[src/rtl/trivium_rx_if.sv]
// Handshake and key-load bundle between the link deserializer, trivium_rx and the byte sink.
// The slave modport is the cipher block. The master modport is the driving side.
interface trivium_rx_if;
  logic        start;
  logic [79:0] key;
  logic [79:0] iv;
  logic        in_valid;
  logic        in_bit;
  logic        in_last;
  logic        in_ready;
  logic        out_valid;
  logic [7:0]  out_byte;
  logic        out_last;
  logic [3:0]  out_nbits;
  logic        out_ready;
  logic        busy;

  modport master (
    output start, key, iv, in_valid, in_bit, in_last, out_ready,
    input  in_ready, out_valid, out_byte, out_last, out_nbits, busy
  );

  modport slave (
    input  start, key, iv, in_valid, in_bit, in_last, out_ready,
    output in_ready, out_valid, out_byte, out_last, out_nbits, busy
  );
endinterface

[src/rtl/trivium_rx.sv]
// Trivium receive path: key/IV load and warm-up, then one keystream bit per accepted
// ciphertext bit. Recovered plaintext is packed MSB-first into bytes.
module trivium_rx #(
  parameter int unsigned INIT_ROUNDS = 1152
) (
  input  logic         clk,
  input  logic         rst,
  trivium_rx_if.slave  bus
);
  localparam int unsigned STATE_W = 288;
  localparam int unsigned CNT_W   = $clog2(INIT_ROUNDS);

  typedef enum logic [1:0] {S_IDLE, S_INIT, S_RUN, S_DRAIN} state_t;

  // Bit k of r_s holds cipher state bit s(k+1).
  logic [STATE_W-1:0] r_s;
  state_t             r_state;
  logic [CNT_W-1:0]   r_cnt;
  logic [7:0]         r_acc;
  logic [2:0]         r_nb;
  logic               r_out_valid;
  logic [7:0]         r_out_byte;
  logic               r_out_last;
  logic [3:0]         r_out_nbits;
  logic               r_busy;

  logic               w_t1, w_t2, w_t3, w_z;
  logic [STATE_W-1:0] w_round;
  logic [STATE_W-1:0] w_load;
  logic               w_in_ready;
  logic               w_accept;
  logic               w_pbit;
  logic [7:0]         w_acc_next;
  logic               w_flush;
  logic               w_drain;

  // One Trivium round: keystream bit z and the shifted state.
  assign w_z  = r_s[65] ^ r_s[92] ^ r_s[161] ^ r_s[176] ^ r_s[242] ^ r_s[287];
  assign w_t1 = r_s[65]  ^ r_s[92]  ^ (r_s[90]  & r_s[91])  ^ r_s[170];
  assign w_t2 = r_s[161] ^ r_s[176] ^ (r_s[174] & r_s[175]) ^ r_s[263];
  assign w_t3 = r_s[242] ^ r_s[287] ^ (r_s[285] & r_s[286]) ^ r_s[68];
  assign w_round = {r_s[286:177], w_t2, r_s[175:93], w_t1, r_s[91:0], w_t3};

  assign w_load = {3'b111, 108'd0, 4'd0, bus.iv, 13'd0, bus.key};

  assign w_in_ready = (r_state == S_RUN) && (!r_out_valid || bus.out_ready);
  assign w_accept   = bus.in_valid && w_in_ready && !bus.start;
  assign w_pbit     = bus.in_bit ^ w_z;
  assign w_acc_next = r_acc | (8'(w_pbit) << (3'd7 - r_nb));
  assign w_flush    = w_accept && ((r_nb == 3'd7) || bus.in_last);
  assign w_drain    = r_out_valid && bus.out_ready;

  always_ff @(posedge clk) begin
    if (rst) begin
      r_s         <= '0;
      r_state     <= S_IDLE;
      r_cnt       <= '0;
      r_acc       <= '0;
      r_nb        <= '0;
      r_out_valid <= 1'b0;
      r_out_byte  <= '0;
      r_out_last  <= 1'b0;
      r_out_nbits <= '0;
      r_busy      <= 1'b0;
    end else if (bus.start) begin
      // A start in any state reloads the cipher and discards any partial or pending output.
      r_s         <= w_load;
      r_state     <= S_INIT;
      r_cnt       <= '0;
      r_acc       <= '0;
      r_nb        <= '0;
      r_out_valid <= 1'b0;
      r_out_byte  <= '0;
      r_out_last  <= 1'b0;
      r_out_nbits <= '0;
      r_busy      <= 1'b1;
    end else begin
      case (r_state)
        S_IDLE: begin
          r_busy <= 1'b0;
        end
        S_INIT: begin
          r_s   <= w_round;
          r_cnt <= r_cnt + CNT_W'(1);
          if (r_cnt == CNT_W'(INIT_ROUNDS - 1)) begin
            r_state <= S_RUN;
          end
        end
        S_RUN: begin
          if (w_drain) begin
            r_out_valid <= 1'b0;
          end
          if (w_accept) begin
            r_s <= w_round;
            if (w_flush) begin
              r_out_valid <= 1'b1;
              r_out_byte  <= w_acc_next;
              r_out_nbits <= 4'(r_nb) + 4'd1;
              r_out_last  <= bus.in_last;
              r_acc       <= '0;
              r_nb        <= '0;
            end else begin
              r_acc <= w_acc_next;
              r_nb  <= r_nb + 3'd1;
            end
            if (bus.in_last) begin
              r_state <= S_DRAIN;
              r_busy  <= 1'b0;
            end
          end
        end
        S_DRAIN: begin
          if (w_drain) begin
            r_out_valid <= 1'b0;
            r_state     <= S_IDLE;
          end
        end
        default: begin
          r_state <= S_IDLE;
        end
      endcase
    end
  end

  assign bus.in_ready  = w_in_ready;
  assign bus.out_valid = r_out_valid;
  assign bus.out_byte  = r_out_byte;
  assign bus.out_last  = r_out_last;
  assign bus.out_nbits = r_out_nbits;
  assign bus.busy      = r_busy;
endmodule

[src/flat_wrapper.sv]
// flat-port wrapper written by rule: the top's interface ports become plain ports
module trivium_rx_flat 
#(
  parameter int unsigned INIT_ROUNDS = 1152
)
  (clk, rst, bus_start, bus_key, bus_iv, bus_in_valid, bus_in_bit, bus_in_last, bus_out_ready, bus_in_ready, bus_out_valid, bus_out_byte, bus_out_last, bus_out_nbits, bus_busy);
  trivium_rx_if bus_i ();
  input  logic clk;
  input  logic rst;
  input wire logic [$bits(bus_i.start)-1:0] bus_start;
  input wire logic [$bits(bus_i.key)-1:0] bus_key;
  input wire logic [$bits(bus_i.iv)-1:0] bus_iv;
  input wire logic [$bits(bus_i.in_valid)-1:0] bus_in_valid;
  input wire logic [$bits(bus_i.in_bit)-1:0] bus_in_bit;
  input wire logic [$bits(bus_i.in_last)-1:0] bus_in_last;
  input wire logic [$bits(bus_i.out_ready)-1:0] bus_out_ready;
  output wire logic [$bits(bus_i.in_ready)-1:0] bus_in_ready;
  output wire logic [$bits(bus_i.out_valid)-1:0] bus_out_valid;
  output wire logic [$bits(bus_i.out_byte)-1:0] bus_out_byte;
  output wire logic [$bits(bus_i.out_last)-1:0] bus_out_last;
  output wire logic [$bits(bus_i.out_nbits)-1:0] bus_out_nbits;
  output wire logic [$bits(bus_i.busy)-1:0] bus_busy;
  assign bus_i.start = bus_start;
  assign bus_i.key = bus_key;
  assign bus_i.iv = bus_iv;
  assign bus_i.in_valid = bus_in_valid;
  assign bus_i.in_bit = bus_in_bit;
  assign bus_i.in_last = bus_in_last;
  assign bus_i.out_ready = bus_out_ready;
  assign bus_in_ready = bus_i.in_ready;
  assign bus_out_valid = bus_i.out_valid;
  assign bus_out_byte = bus_i.out_byte;
  assign bus_out_last = bus_i.out_last;
  assign bus_out_nbits = bus_i.out_nbits;
  assign bus_busy = bus_i.busy;
  trivium_rx #(.INIT_ROUNDS(INIT_ROUNDS)) u_core (.clk(clk), .rst(rst), .bus(bus_i));
endmodule
[config.mk]
export PLATFORM = sky130hd
export DESIGN_NAME = trivium_rx_flat
export DESIGN_NICKNAME = d
export VERILOG_FILES = /design/src/rtl/trivium_rx_if.sv /design/src/rtl/trivium_rx.sv /design/src/flat_wrapper.sv
export SDC_FILE = /design/constraint.sdc
export NUM_CORES = 1
export LEC_CHECK = 0
export BUFFER_PORTS_ARGS = -buffer_cell sky130_fd_sc_hd__buf_2
export CORE_MARGIN = 2
export CORE_UTILIZATION = 60
export CTS_BUF_LIST = sky130_fd_sc_hd__clkbuf_4 sky130_fd_sc_hd__clkbuf_8
export CTS_CLUSTER_SIZE = 25
export DETAILED_ROUTE_END_ITERATION = 16
export PLACE_DENSITY = 0.87
export SLEW_MARGIN = 5
export SYNTH_ARGS = -nofsm -noshare
export SYNTH_HDL_FRONTEND = slang
export SYNTH_SLANG_ARGS = --single-unit
[constraint.sdc]
create_clock -name clk -period 2.6 [get_ports clk]
set_input_delay 0.65 -clock clk [delete_from_list [all_inputs] [get_ports clk]]
set_output_delay 0.65 -clock clk [all_outputs]
set_load 0.1 [all_outputs]
==> results.json <==
{
  "peakVddDrop_v": 0.000435,
  "critPathSlowestCell": "dfxtp_1",
  "grt_pass1_wl_mm": 50.1,
  "antenna_found_initial": 0,
  "synth_fa_ha_area_share_pct": 0.277,
  "synth_compound_area_share_pct": 21.4,
  "dp_hpwl_mm": 18.5,
  "synth_top_family_by_area": "simple AND/OR/NAND/NOR gates",
  "cts_tree": "built",
  "diodes": 0,
  "syn_area_sq_um": 13600,
  "p_per_area_nw_per_um2": 700,
  "p_total_w": 0.0109,
  "drtIter0Drc": 1101,
  "slew-limit-headroom_pct": 41.1,
  "r2r_start": "u_core.r_nb[0]$_SDFFE_PP0P_",
  "post-synth-top-count-cell": "nand2_1",
  "finalCritPeriodShare_pct": 93.7,
  "vias_per_cell": 5.68,
  "worst_path_largest_cell_delay_ps": 480,
  "wire_per_inst_um": 14.8,
  "clk-insertion-delay-late_ps": 560,
  "h-tree-depth": 2,
  "ys_types": 46,
  "rr_worst_depth": 6,
  "path_buf_inv": 1,
  "initial_core_util_pct": 60.5,
  "yosysWarnings": 0,
  "finalHoldViolCount": 0,
  "hp-start": "bus_iv[60]",
  "endpoint_kind": "primary output",
  "synth-xor-area-share_pct": 1.58,
  "syn-instance-count": 1647,
  "clk_path_buf_depth": 3,
  "die_x_um": 154,
  "drv_slew": 0,
  "holdPathEnd": "u_core.r_s[153]$_SDFFE_PP0P_",
  "cts_buffers": 49,
  "io_pins": 183,
  "setup_viol": 0,
  "arrival_ps": 1790,
  "ys_top_cells_by_area": "dfxtp_1, nand2_1, a311oi_2",
  "grt_max_degree": 150,
  "crit_type": "reg2out",
  "area_growth_pct": 15.1,
  "core_area_sq_um": 22400,
  "critPathTopFamily": "flip-flops",
  "clk_pin_slew_worst_paths_ps": 60,
  "timing.reg2reg.setup_slack_ps": 440,
  "cp_max_fo": 9,
  "ys_ff_latch": 327,
  "synth_nets": 1817,
  "p_leak_nw": 5.64,
  "path_cells": "nand2b_2 -> nor2_2 -> buf_4",
  "wl_mm": 30.8,
  "clkSinkCount": 327,
  "die_h_um": 154,
  "async_flop_share_pct": 0,
  "r2r_end": "u_core.bus.out_nbits[3]$_SDFFE_PP0P_",
  "route.detailed.drc": 0,
  "synth-simple-area-share_pct": 23.0,
  "synth_mux_area_share_pct": 0.148,
  "drt_first_pass_iters": 6,
  "rsz0062_at_grt": "false",
  "gp_congestion": 0.794,
  "min_path_type": "in2reg",
  "required_ps": 1950,
  "dieArea_sq_um": 23800,
  "nNetsFinal": 1934,
  "tns_ps": 0,
  "synth_area_leader_cell": "dfxtp_1",
  "vias": 11900,
  "cap_viol_max_count": 0,
  "clock_skew_ps": 30.6,
  "grt_remaining_overflow": 0,
  "drive_gt1_share_pct": 21.3,
  "port_buffers": 182,
  "gr-usage-all-layers_pct": 24.6,
  "synth_edf_count": 0,
  "synthTopCellsByCount": "nand2_1, dfxtp_1, nor2_1",
  "rows": 55,
  "worst_setup_path_start_kind": "flop",
  "synth_top_area_share_pct": 48.3,
  "grt_pass1_vias": 10800,
  "cts-root-buf": "clkbuf_8",
  "period_minus_slack_ps": 2440,
  "synth_flop_cell": "dfxtp_1",
  "max_freq_ghz": 0.410,
  "syn_area_per_cell_sq_um": 8.24,
  "whs_path_depth": 3,
  "post-cts-setup-buffer-count": 0,
  "status": "finished clean",
  "worst_pin_slew_ps": 883,
  "ant_nets": 0,
  "synth_seq_area_share_pct": 48.3
}
==> cells in the final DEF (no fill, tap or decap), drive strengths merged, types with 2 or more instances in the layout <==
cell,count
xnor2,3
nor4,2
nand4,3
o21ai,16
clkinv,6
nand2,593
a311oi,158
xor2,11
and2,2
a22o,3
clkbuf,79
a41oi,2
a21oi,139
nor2b,4
o31ai,3
nand3,8
dfxtp,327
bufinv,2
or3,2
nor3,2
a31oi,14
buf,208
inv,4
nand2b,3
nor2,183
xnor3,3
o32ai,2
mux2i,2
o41a,2
ha,3
==> what timing repair did <==
action | in CTS | in global routing
hold buffers | 0 | 0
endpoints found under the setup margin | 1 | 1
pin swaps | 0 | 0
gates resized for setup | 1 | 1
==> state kept, by name (all words and copies together) (netlist names) <==
| register | count |
|---|---|
| u_core.r_nb | 3 |
| u_core.bus.out_byte | 8 |
| u_core.r_s | 288 |
| u_core.bus.out_nbits | 4 |
| u_core.bus.out_last | 1 |
| u_core.r_acc | 8 |
| u_core.bus.out_valid | 1 |
| u_core.r_cnt | 11 |
| u_core.r_state | 2 |
| u_core.bus.busy | 1 |
==> worst min-delay path, cell delays in order <==
cell      delay [ps]
buf_2            100
nor2_1            70
a311oi_1          50
==> worst max-delay path by stage <==
stage / from / to / slack (ps) / cells past startpoint
2_1_floorplan: u_core.bus.out_valid$_SDFFE_PP0N_ / bus_in_ready / 50 / 3
3_3_place_gp: bus_out_ready / bus_in_ready / 400 / 5
3_5_place_dp: bus_start / u_core.r_s[101]$_SDFFE_PP0P_ / 300 / 6
4_1_cts: u_core.r_state[1]$_SDFFE_PP0P_ / bus_in_ready / 70 / 3
5_1_grt: u_core.r_state[1]$_SDFFE_PP0P_ / bus_in_ready / 70 / 3
6_report: u_core.r_state[1]$_SDFFE_PP0P_ / bus_in_ready / 160 / 3
==> layer usage <==
layer | vias up | part of all wire (%) | track usage, %
met5 | - | 0 | 0
met4 | 0 | 2.4 | 7.89
met3 | 65 | 5.6 | 4.26
met2 | 364 | 48 | 40.8
met1 | 5588 | 44 | 33.0
li1 | 5839 | - | -
==> power breakdown <==
group	internal, W	switching, W
logic	0.000391	0.000652
registers	0.00521	0.000115
clock network	0.00263	0.00193
==> cell type report <==
cell class | instances | area (sq um)
Clock buffer | 79 | 1000
Timing Repair Buffer | 208 | 1290
Fill cell | 1641 | 6820
Clock inverter | 9 | 97.6
Sequential cell | 327 | 6550
Inverter | 4 | 22.5
Tap cell | 285 | 357
Multi-Input combinational cell | 1174 | 6300
==> kinds of logic after synthesis <==
group / Yosys count
buffers and inverters: 146
muxes: 2
adders and majority gates: 3
AOI/OAI and AO/OA: 343
and+or+nand+nor: 808
DFF: 327
xor gates and xnor gates: 18
==> per-stage QoR <==
stage          cells  hold WS (ps)  setup WS (ps)  area, sq um  utilization (%)
3_5_place_dp    1998           444            299        14500             64.7
3_3_place_gp    1998           436            396        14500             64.7
4_1_cts         2086           329           72.0        15600             69.6
6_report        2086           346            163        15600             69.6
2_1_floorplan   1647           426           46.7        13600                -
5_1_grt         2086           334           74.8        15600             69.6
No activity file was read; power rests on OpenSTA's default activity.
